[src/rtl/sum_accum_pkg.sv]
// Shared types and widths for the block accumulator: FSM states, the
// sample-counter width and the width of one incoming adder result.
package sum_accum_pkg;

  typedef enum logic [1:0] {
    IDLE  = 2'd0,
    ACCUM = 2'd1,
    HOLD  = 2'd2
  } state_t;

  // Sample counter width; wide enough for block sizes up to 15.
  localparam int CNT_W = 4;

  // One adder result is carry-out plus a 2-bit sum, i.e. 0..7.
  localparam int SUM_W = 3;

endpackage

[src/rtl/sum_accum_sat_add.sv]
// Combinational saturating add of one 3-bit adder result into the running
// total. The add is done one bit wider than the total so the carry shows
// whether the result no longer fits; in that case the total pins at all-ones.
module sat_add
  import sum_accum_pkg::*;
#(
  parameter int ACC_W = 8
) (
  input  logic [ACC_W-1:0] acc_in,
  input  logic [SUM_W-1:0] addend,
  output logic [ACC_W-1:0] sum_out,
  output logic             ovf_out
);

  logic [ACC_W:0] wide_sum;

  // Widened add, then clamp to the largest representable total on carry-out.
  always_comb begin
    wide_sum = {1'b0, acc_in} + {{(ACC_W + 1 - SUM_W){1'b0}}, addend};
    ovf_out  = wide_sum[ACC_W];
    sum_out  = wide_sum[ACC_W] ? {ACC_W{1'b1}} : wide_sum[ACC_W-1:0];
  end

endmodule

[src/rtl/sum_accum.sv]
// Block accumulator: sums NUM_SAMPLES 3-bit adder results per block with
// valid/ready handshakes on both sides. A completed block is held until the
// consumer takes it; no input is accepted while a block is being held.
module sum_accum
  import sum_accum_pkg::*;
#(
  parameter int NUM_SAMPLES = 4,
  parameter int ACC_W       = 8
) (
  input  logic             clk,
  input  logic             reset_n,
  input  logic             clear,
  input  logic             in_valid,
  input  logic [SUM_W-1:0] in_sum,
  output logic             in_ready,
  output logic             out_valid,
  output logic [ACC_W-1:0] out_total,
  output logic             out_ovf,
  input  logic             out_ready,
  output logic             busy
);

  localparam logic [CNT_W-1:0] NUM_CNT = CNT_W'(NUM_SAMPLES);

  state_t           state_q, state_d;
  logic [ACC_W-1:0] acc_q, acc_d;
  logic [CNT_W-1:0] cnt_q, cnt_d;
  logic             ovf_q, ovf_d;
  logic             rdy_en_q, rdy_en_d;

  logic [ACC_W-1:0] add_sum;
  logic             add_ovf;
  logic [CNT_W-1:0] cnt_inc;
  logic             in_xfer;
  logic             out_xfer;

  sat_add #(
    .ACC_W (ACC_W)
  ) u_sat_add (
    .acc_in  (acc_q),
    .addend  (in_sum),
    .sum_out (add_sum),
    .ovf_out (add_ovf)
  );

  // Handshake outputs come only from flops; rdy_en_q keeps in_ready low
  // during reset and releases it on the first edge after reset ends.
  always_comb begin
    in_ready  = rdy_en_q && (state_q != HOLD);
    out_valid = (state_q == HOLD);
    busy      = (state_q != IDLE);
    out_total = acc_q;
    out_ovf   = ovf_q;
    in_xfer   = in_valid && in_ready;
    out_xfer  = out_valid && out_ready;
    cnt_inc   = cnt_q + CNT_W'(1);
  end

  // Next-state and datapath update; clear overrides every transfer.
  always_comb begin
    state_d  = state_q;
    acc_d    = acc_q;
    cnt_d    = cnt_q;
    ovf_d    = ovf_q;
    rdy_en_d = 1'b1;
    if (clear) begin
      state_d = IDLE;
      acc_d   = '0;
      cnt_d   = '0;
      ovf_d   = 1'b0;
    end else begin
      case (state_q)
        IDLE: begin
          if (in_xfer) begin
            acc_d   = {{(ACC_W - SUM_W){1'b0}}, in_sum};
            cnt_d   = CNT_W'(1);
            ovf_d   = 1'b0;
            state_d = (NUM_CNT == CNT_W'(1)) ? HOLD : ACCUM;
          end
        end
        ACCUM: begin
          if (in_xfer) begin
            acc_d = add_sum;
            ovf_d = ovf_q | add_ovf;
            cnt_d = cnt_inc;
            if (cnt_inc == NUM_CNT) begin
              state_d = HOLD;
            end
          end
        end
        HOLD: begin
          if (out_xfer) begin
            state_d = IDLE;
          end
        end
        default: begin
          state_d = IDLE;
        end
      endcase
    end
  end

  // State and datapath registers, discarded immediately on reset.
  always_ff @(posedge clk or negedge reset_n) begin
    if (!reset_n) begin
      state_q  <= IDLE;
      acc_q    <= '0;
      cnt_q    <= '0;
      ovf_q    <= 1'b0;
      rdy_en_q <= 1'b0;
    end else begin
      state_q  <= state_d;
      acc_q    <= acc_d;
      cnt_q    <= cnt_d;
      ovf_q    <= ovf_d;
      rdy_en_q <= rdy_en_d;
    end
  end

endmodule

[config.mk]
export PLATFORM = sky130hd
export DESIGN_NAME = sum_accum
export DESIGN_NICKNAME = d
export VERILOG_FILES = /design/src/rtl/sum_accum_pkg.sv /design/src/rtl/sum_accum_sat_add.sv /design/src/rtl/sum_accum.sv
export SDC_FILE = /design/constraint.sdc
export NUM_CORES = 1
export LEC_CHECK = 0
export CORE_UTILIZATION = 30
export DETAILED_ROUTE_END_ITERATION = 10
export PLACE_DENSITY_LB_ADDON = 0.08
export SLEW_MARGIN = 25
export SYNTH_ARGS = -nofsm -noshare
export SYNTH_HDL_FRONTEND = slang
export SYNTH_HIERARCHICAL = 1
export SYNTH_SLANG_ARGS = --single-unit
[constraint.sdc]
create_clock -name clk -period 3.5 [get_ports clk]
set_clock_uncertainty 0.1 [all_clocks]
set_input_delay 0.7 -clock clk [delete_from_list [all_inputs] [get_ports clk]]
set_output_delay 0.7 -clock clk [all_outputs]
set_load 0.01 [all_outputs]
==> results by group, run 1 <==
Routing
  – Vias/cell: 5.16
  – Drt drc: 0
  – Avg WL per Cell: 13.2 um
  – Antenna viol nets, final: 0
  – 1st-iter DRT viols: 25
  – Drt pass-1 iters: 4
  – DR vias: 897
  – Total wire length: 2300 um

Synth
  – Synth Register Bits: 16
  – Library cells used by synthesis: 47
  – Post-synth ARST share: 1.00
  – Cell Area, Synth: 1060 um^2
  – Post-synth top cells: dfrtp_1, nand2_1, a22o_1, nand3_1
  – Sequential fraction of the synthesis area: 0.376
  – Mapped Cells: 108
  – Synth top area cells: dfrtp_1, ha_1, a22o_1, nand2_1, mux2_2
  – Post-synth net total: 122
  – Post-Syn Area per Cell: 9.85 um^2
  – Post-synth top area share: 0.376
  – Primary FF master, synth: dfrtp_1
  – Synth Warn #: 6
  – Post-synth EDFFs: 0
  – Top cell type by total area after synthesis: dfrtp_1
  – Most numerous cell in the Yosys netlist: dfrtp_1

CTS
  – Clk_lat worst skew: 0.28 ns
  – Worst-path clk slew: 0.10 ns
  – Setup Buffers After CTS: 0
  – Root Driver: clkbuf_4
  – H-Tree Depth: 1
  – CTS tree: yes
  – Maximum clock path buffer count: 2
  – Sink Count: 16
  – Hold_buf cts: 0
  – Number of CTS-inserted buffers: 3
  – Post_cts resized: 0

Floorplan
  – Top-level port count: 20
  – Die ar.: 3790 um^2
  – Initial core utilization: 0.316
  – Row count: 21
  – Die Y: 61.5 um
  – Die W: 61.5 um
  – Core footprint: 3360 um^2

Setup path
  – Max FO, Critical Path: 6
  – FF-to-FF path depth: 6
  – Crit. End Element: flip-flop
  – Kind of critical path: primary input to flip-flop
  – R2R Setup Slk: 1.37 ns
  – RR Endpoint: out_total[7]
  – Reg2reg start: out_total[0]
  – Startpoint Class: primary input
  – Data required, critical path: 3.58 ns
  – Crit path DAT: 2.64 ns

Timing
  – Endpoints failing hold: 0
  – RSZ-0062 raised after global routing: no
  – Crit share post-route: 0.730
  – Max_slew headroom: 0.491
  – Final setup viols: 0
  – Fin crit period: 2.55 ns
  – Max Freq: 0.391 GHz
  – Final-report max-slew violation count: 0
  – Setup tns final: 0 ns
  – Hold slack final: 0.488 ns
  – Tightest Pin Transition: 0.761 ns

Global routing
  – Initial antenna violation count: 0
  – Global-route wire length before repair: 3820 um
  – Grt total ovfl: 0
  – Total GRT Usage: 0.135
  – Largest net degree at the start of global routing: 17
  – Vias in the first global route: 799

Cells and area
  – Post-route cell area: 1330 um^2
  – Fillers: 376
  – ANT cells: 0
  – Layout area overhead: 25.2%
  – FF/Latch Area: 400 um^2
  – Area of the multi-input gates: 636 um^2
  – Layout cells sized above 1: 0.125
  – Final net count: 143

Min path
  – Hold path start: out_ovf
  – Hold Path Sink: out_ovf
  – Hold path depth: 2
  – Min-Delay Path Class: flip-flop to flip-flop

Placed design
  – GP Congestion: 0.768
  – Dpl hpwl: 1700 um
  – IO buf count: 19
  – Post-DP Area: 1290 um^2

Outcome
  – Status: completed

Power
  – Worst VDD drop: 0.117 mV
  – Leak: 0.000541 uW
  – PD cells: 287 nW/um^2

Flow run
  – # Max-Cap Violations: 0
area by class of cell:
cell class	count	share of cell area
clock buffers	4	0.0273
inverters	3	0.00846
multi-input cells	86	0.477
flip-flops and latches	16	0.301
well taps	46	0.0432
repair buffers	19	0.143
cells in the final DEF, fill, tap and decap left out, types with 2 or more instances in the layout:
| cell | instances |
|---|---|
| clkbuf_4 | 3 |
| nor2_1 | 5 |
| nand2_1 | 12 |
| a31oi_1 | 3 |
| clkdlybuf4s50_1 | 19 |
| a21boi_0 | 2 |
| nand3_1 | 6 |
| and2_1 | 2 |
| ha_1 | 5 |
| mux2_2 | 3 |
| dfrtp_1 | 16 |
| a21oi_1 | 4 |
| o21ai_0 | 2 |
| a311oi_1 | 3 |
| inv_1 | 3 |
| nand4_1 | 2 |
| a22o_1 | 6 |
| nand2b_1 | 3 |
metrics by stage:
stage               utilization  std cells  total power [uW]  setup slack (ns)
finish                    0.396        174               382             0.945
global route              0.396        174               405             0.827
CTS                       0.396        174               390             0.952
detailed placement        0.385        170               263             0.639
global placement          0.385        170               263             0.656
floorplan                     -        108               235              1.21
routing by layer:
metal	wire, um	share of wire	vias up	global-route usage
li1	-	-	440	-
met1	1170	0.51	439	0.197
met2	1020	0.44	14	0.204
met3	83	0.036	4	0.0189
met4	33	0.014	0	0.0476
met5	0	0	-	0
critical path, cell delays in order:
cell             delay, ns
clkdlybuf4s50_1       0.42
ha_1                  0.22
fa_1                  0.42
a21oi_2               0.28
o21ai_0               0.13
mux2_2                0.27
a22o_1                0.19
worst max-delay path by stage:
stage / start / endpoint / slack (ns) / cells after the start
3_5_place_dp: in_sum[0] / out_total[5] / 0.64 / 7
2_1_floorplan: in_sum[0] / out_total[5] / 1.21 / 6
3_3_place_gp: in_sum[0] / out_total[5] / 0.66 / 7
5_1_grt: in_sum[0] / out_total[5] / 0.83 / 7
6_report: in_sum[0] / out_total[7] / 0.95 / 7
4_1_cts: in_sum[0] / out_total[7] / 0.95 / 7
state kept, by name, summed over array words and instances (netlist names):
name,flops
out_total,8
cnt_q,4
state_q,2
out_ovf,1
rdy_en_q,1
power by group:
part / internal (uW) / switching (uW) / leakage (uW) / total (uW)
Clock: 63.3 / 60.1 / 0.0000210 / 123
Combinational: 30.4 / 31.6 / 0.000302 / 62.1
Sequential: 189 / 7.19 / 0.000218 / 196
Total: 283 / 99.0 / 0.000541 / 382
logic make-up (layout without fill, tap and decap cells):
kind of cell / Yosys count / count (layout) / share of synthesized area
and+or+nand+nor: 46 / 46 / 0.272
AOI/OAI and AO/OA: 29 / 29 / 0.205
DFF: 16 / 16 / 0.376
adders and majority gates: 6 / 6 / 0.0776
buffers and inverters: 6 / 26 / 0.0259
muxes: 3 / 3 / 0.0318
other: 1 / 1 / 0.00353
xor gates and xnor gates: 1 / 1 / 0.00824
Note: power is estimated with default switching activity, not from simulation.
==> inputs of run 2 (changes only) <==
==> constraint.sdc (replaced) <==
create_clock -name clk -period 2.27 [get_ports clk]
set_clock_uncertainty 0.1 [all_clocks]
set_input_delay 0.454 -clock clk [delete_from_list [all_inputs] [get_ports clk]]
set_output_delay 0.454 -clock clk [all_outputs]
set_load 0.01 [all_outputs]
==> run 2 against run 1 <==
Net effect:
- utilization is 3.1 points higher
- sequential cell count unchanged
- total power up 60%
- routed wire length up 7.0%
- worst hold slack got worse by 0.10 ns
- combinational power increased by 95%
- first-iteration DRC count grew 48%
- register-to-register slack lost 1.1 ns
- setup slack worse by 0.88 ns
- sequential power increased by 54%
- clock power is 55% higher
- via count rose by 1.1%
==> results by group, run 2 (synthesis gave the netlist of run 1 again) <==
Cells and area
  – Final Core Density: 0.427 (+0.0309)
  – Layout area overhead: 34.9%
  – Final net count: 153 (+7.0%)
  – ANT cells: 0 (unchanged)
  – Fillers: 355 (-5.6%)
  – Number of flip-flops in the largest register: 8 (unchanged)
  – Layout cells sized above 1: 0.210 (+0.0851)
  – Final std cells w/o fill: 184 (+5.7%)
  – Commonest non-fill, non-tap cells in the layout: clkdlybuf4s50_1, dfrtp_1, nand2_1
  – Commonest non-fill, non-tap cell in the layout: clkdlybuf4s50_1

Routing
  – Drt drc: 0 (unchanged)
  – Total wire length: 2460 um (+7.0%)
  – DR vias: 907 (+1.1%)
  – 1st-iter DRT viols: 37 (+48%)
  – Vias/cell: 4.93 (-4.4%)
  – Antenna viol nets, final: 0 (unchanged)
  – Drt pass-1 iters: 4 (unchanged)
  – Avg WL per Cell: 13.4 um (+1.2%)

Placed design
  – IO buf count: 19 (unchanged)
  – Dpl hpwl: 1860 um (+9.3%)
  – # placed instances: 179 (+5.3%)
  – GP Congestion: 0.755 (-1.7%)

Global routing
  – Total GRT Usage: 0.148 (+0.0130)
  – Vias in the first global route: 834 (+4.4%)
  – Global-route wire length before repair: 4070 um (+6.7%)
  – Grt total ovfl: 0 (unchanged)
  – Largest net degree at the start of global routing: 17 (unchanged)
  – Initial antenna violation count: 0 (unchanged)

Floorplan
  – Die ar.: 3790 um^2 (unchanged)
  – Row count: 21 (unchanged)
  – Initial core utilization: 0.316 (unchanged)
  – Core footprint: 3360 um^2 (unchanged)
  – Die W: 61.5 um (unchanged)
  – Top-level port count: 20 (unchanged)
  – Die Y: 61.5 um (unchanged)

Setup path
  – Ordered list of cells on the worst path: clkdlybuf4s50_1, ha_4, fa_2, a21oi_4, o21ai_0, mux2_2, a22o_1
  – RR Endpoint: out_total[5]
  – Crit. End Element: flip-flop
  – Kind of critical path: primary input to flip-flop
  – Crit-path leading delay family: adder cells
  – Worst Path Buf+Inv: 1 (unchanged)
  – Max FO, Critical Path: 6 (unchanged)
  – Data required, critical path: 2.35 ns (-1.23 ns)
  – CP max-delay cell: clkdlybuf4s50_1
  – Reg2reg start: out_total[0]
  – R2R Setup Slk: 0.25 ns (-1.12 ns)
  – FF-to-FF path depth: 6 (unchanged)
  – Crit path DAT: 2.29 ns (-0.35 ns)
  – Slowest Stage Delay on Critical Path: 0.46 ns (+0.04 ns)
  – Startpoint Class: primary input

Timing
  – Final-report max-slew violation count: 0 (unchanged)
  – Final setup viols: 0 (unchanged)
  – Fin crit period: 2.21 ns
  – Max Freq: 0.453 GHz
  – Endpoints failing hold: 0 (unchanged)
  – RSZ-0062 raised after global routing: no
  – Crit share post-route: 0.972

Power
  – Switch Pwr: 160 uW (+62%)
  – Final Total Pwr: 613 uW (+60%)
  – PD cells: 427 nW/um^2 (+49%)
  – Leak: 0.000591 uW (+9.3%)
  – Sw Ratio: 0.262 (+0.00255)
  – Sequential share of power: 0.491 (-0.023)
  – Power Internal: 452 uW (+60%)
  – Worst VDD drop: 0.204 mV (+74%)
  – Combinational power share: 0.197 (+0.034)
  – Clock Power Share: 0.312 (-0.011)

CTS
  – Clk_lat worst skew: 0.29 ns (about the same)
  – CTS tree: yes
  – Root Driver: clkbuf_4
  – Number of CTS-inserted buffers: 3 (unchanged)
  – Maximum clock path buffer count: 2 (unchanged)
  – H-Tree Depth: 1 (unchanged)
  – Worst-path clk slew: 0.10 ns (about the same)
  – Sink Count: 16 (unchanged)

Min path
  – Min-Delay Path Class: primary input to async pin

Flow run
  – # Max-Cap Violations: 0 (unchanged)

Outcome
  – Status: completed
[run 2: changes by cell type in the layout (fill, tap and decap cells not counted)]
cell | previous run | this run
a21oi_2 | 1 | 0
a21oi_4 | 0 | 1
a311oi_1 | 3 | 2
a311oi_2 | 0 | 1
buf_4 | 0 | 10
fa_1 | 1 | 0
fa_2 | 0 | 1
ha_1 | 5 | 4
ha_4 | 0 | 1
[run 2: layout make-up]
type,instances,area (um^2),share of cell area
inverters,3,11.3,0.00785
well taps,46,57.6,0.0401
flip-flops and latches,16,400,0.279
clock buffers,4,36.3,0.0253
multi-input cells,86,664,0.463
repair buffers,29,265,0.185
[run 2: worst reg2reg max path: cells and delay by family (launching register included)]
| family | cells | cell delay (ns) |
|---|---|---|
| mux | 1 | 0.27 |
| fa+ha+maj | 2 | 0.58 |
| compound gates | 3 | 0.52 |
| flops | 1 | 0.44 |
[run 2: through the flow]
stage / TNS [ns] / hold slack [ns] / instance area, um^2 / setup WS, ns
floorplan: 0 / 0.0584 / 1060 / 0.225
global placement: -2.22 / 0.483 / 1360 / -0.326
detailed placement: -2.28 / 0.482 / 1360 / -0.357
CTS: 0 / 0.381 / 1410 / 0.0296
global route: 0 / 0.396 / 1440 / 0.00000644
finish: 0 / 0.384 / 1440 / 0.0626
[run 2: routing by layer]
layer  track usage  vias up  wire length [um]
li1              -      462                 -
met1         0.202      430              1220
met2         0.235       13              1140
met3        0.0252        2                80
met4        0.0571        0                20
met5             0        -                 0
[run 2: how the worst max path moves through the flow]
stage / start / slack, ns / to / depth (start not counted)
after global routing: in_sum[0] / 0.000006 / out_total[1] / 8
after CTS: in_sum[0] / 0.03 / out_total[1] / 8
final: in_sum[0] / 0.06 / out_total[5] / 7
after global placement: in_sum[0] / -0.33 / out_total[5] / 7
after detailed placement: in_sum[0] / -0.36 / out_total[5] / 7
after floorplan: in_sum[0] / 0.23 / out_total[5] / 6
[run 2: repair_timing]
action | CTS | global route
endpoints found under the hold margin | 0 | 0
buffers inserted | 0 | 1
resized for setup | 2 | 3
hold buffers | 0 | 0
setup endpoints to repair | 2 | 3
pin swaps | 0 | 1
[run 2: power groups by stage]
stage / Combinational [uW] / Clock (uW) / Sequential (uW)
after floorplan: 56.9 / 0 / 306
after global placement: 113 / 0 / 306
after detailed placement: 114 / 0 / 306
after CTS: 118 / 205 / 301
after global routing: 136 / 215 / 303
final: 121 / 191 / 301
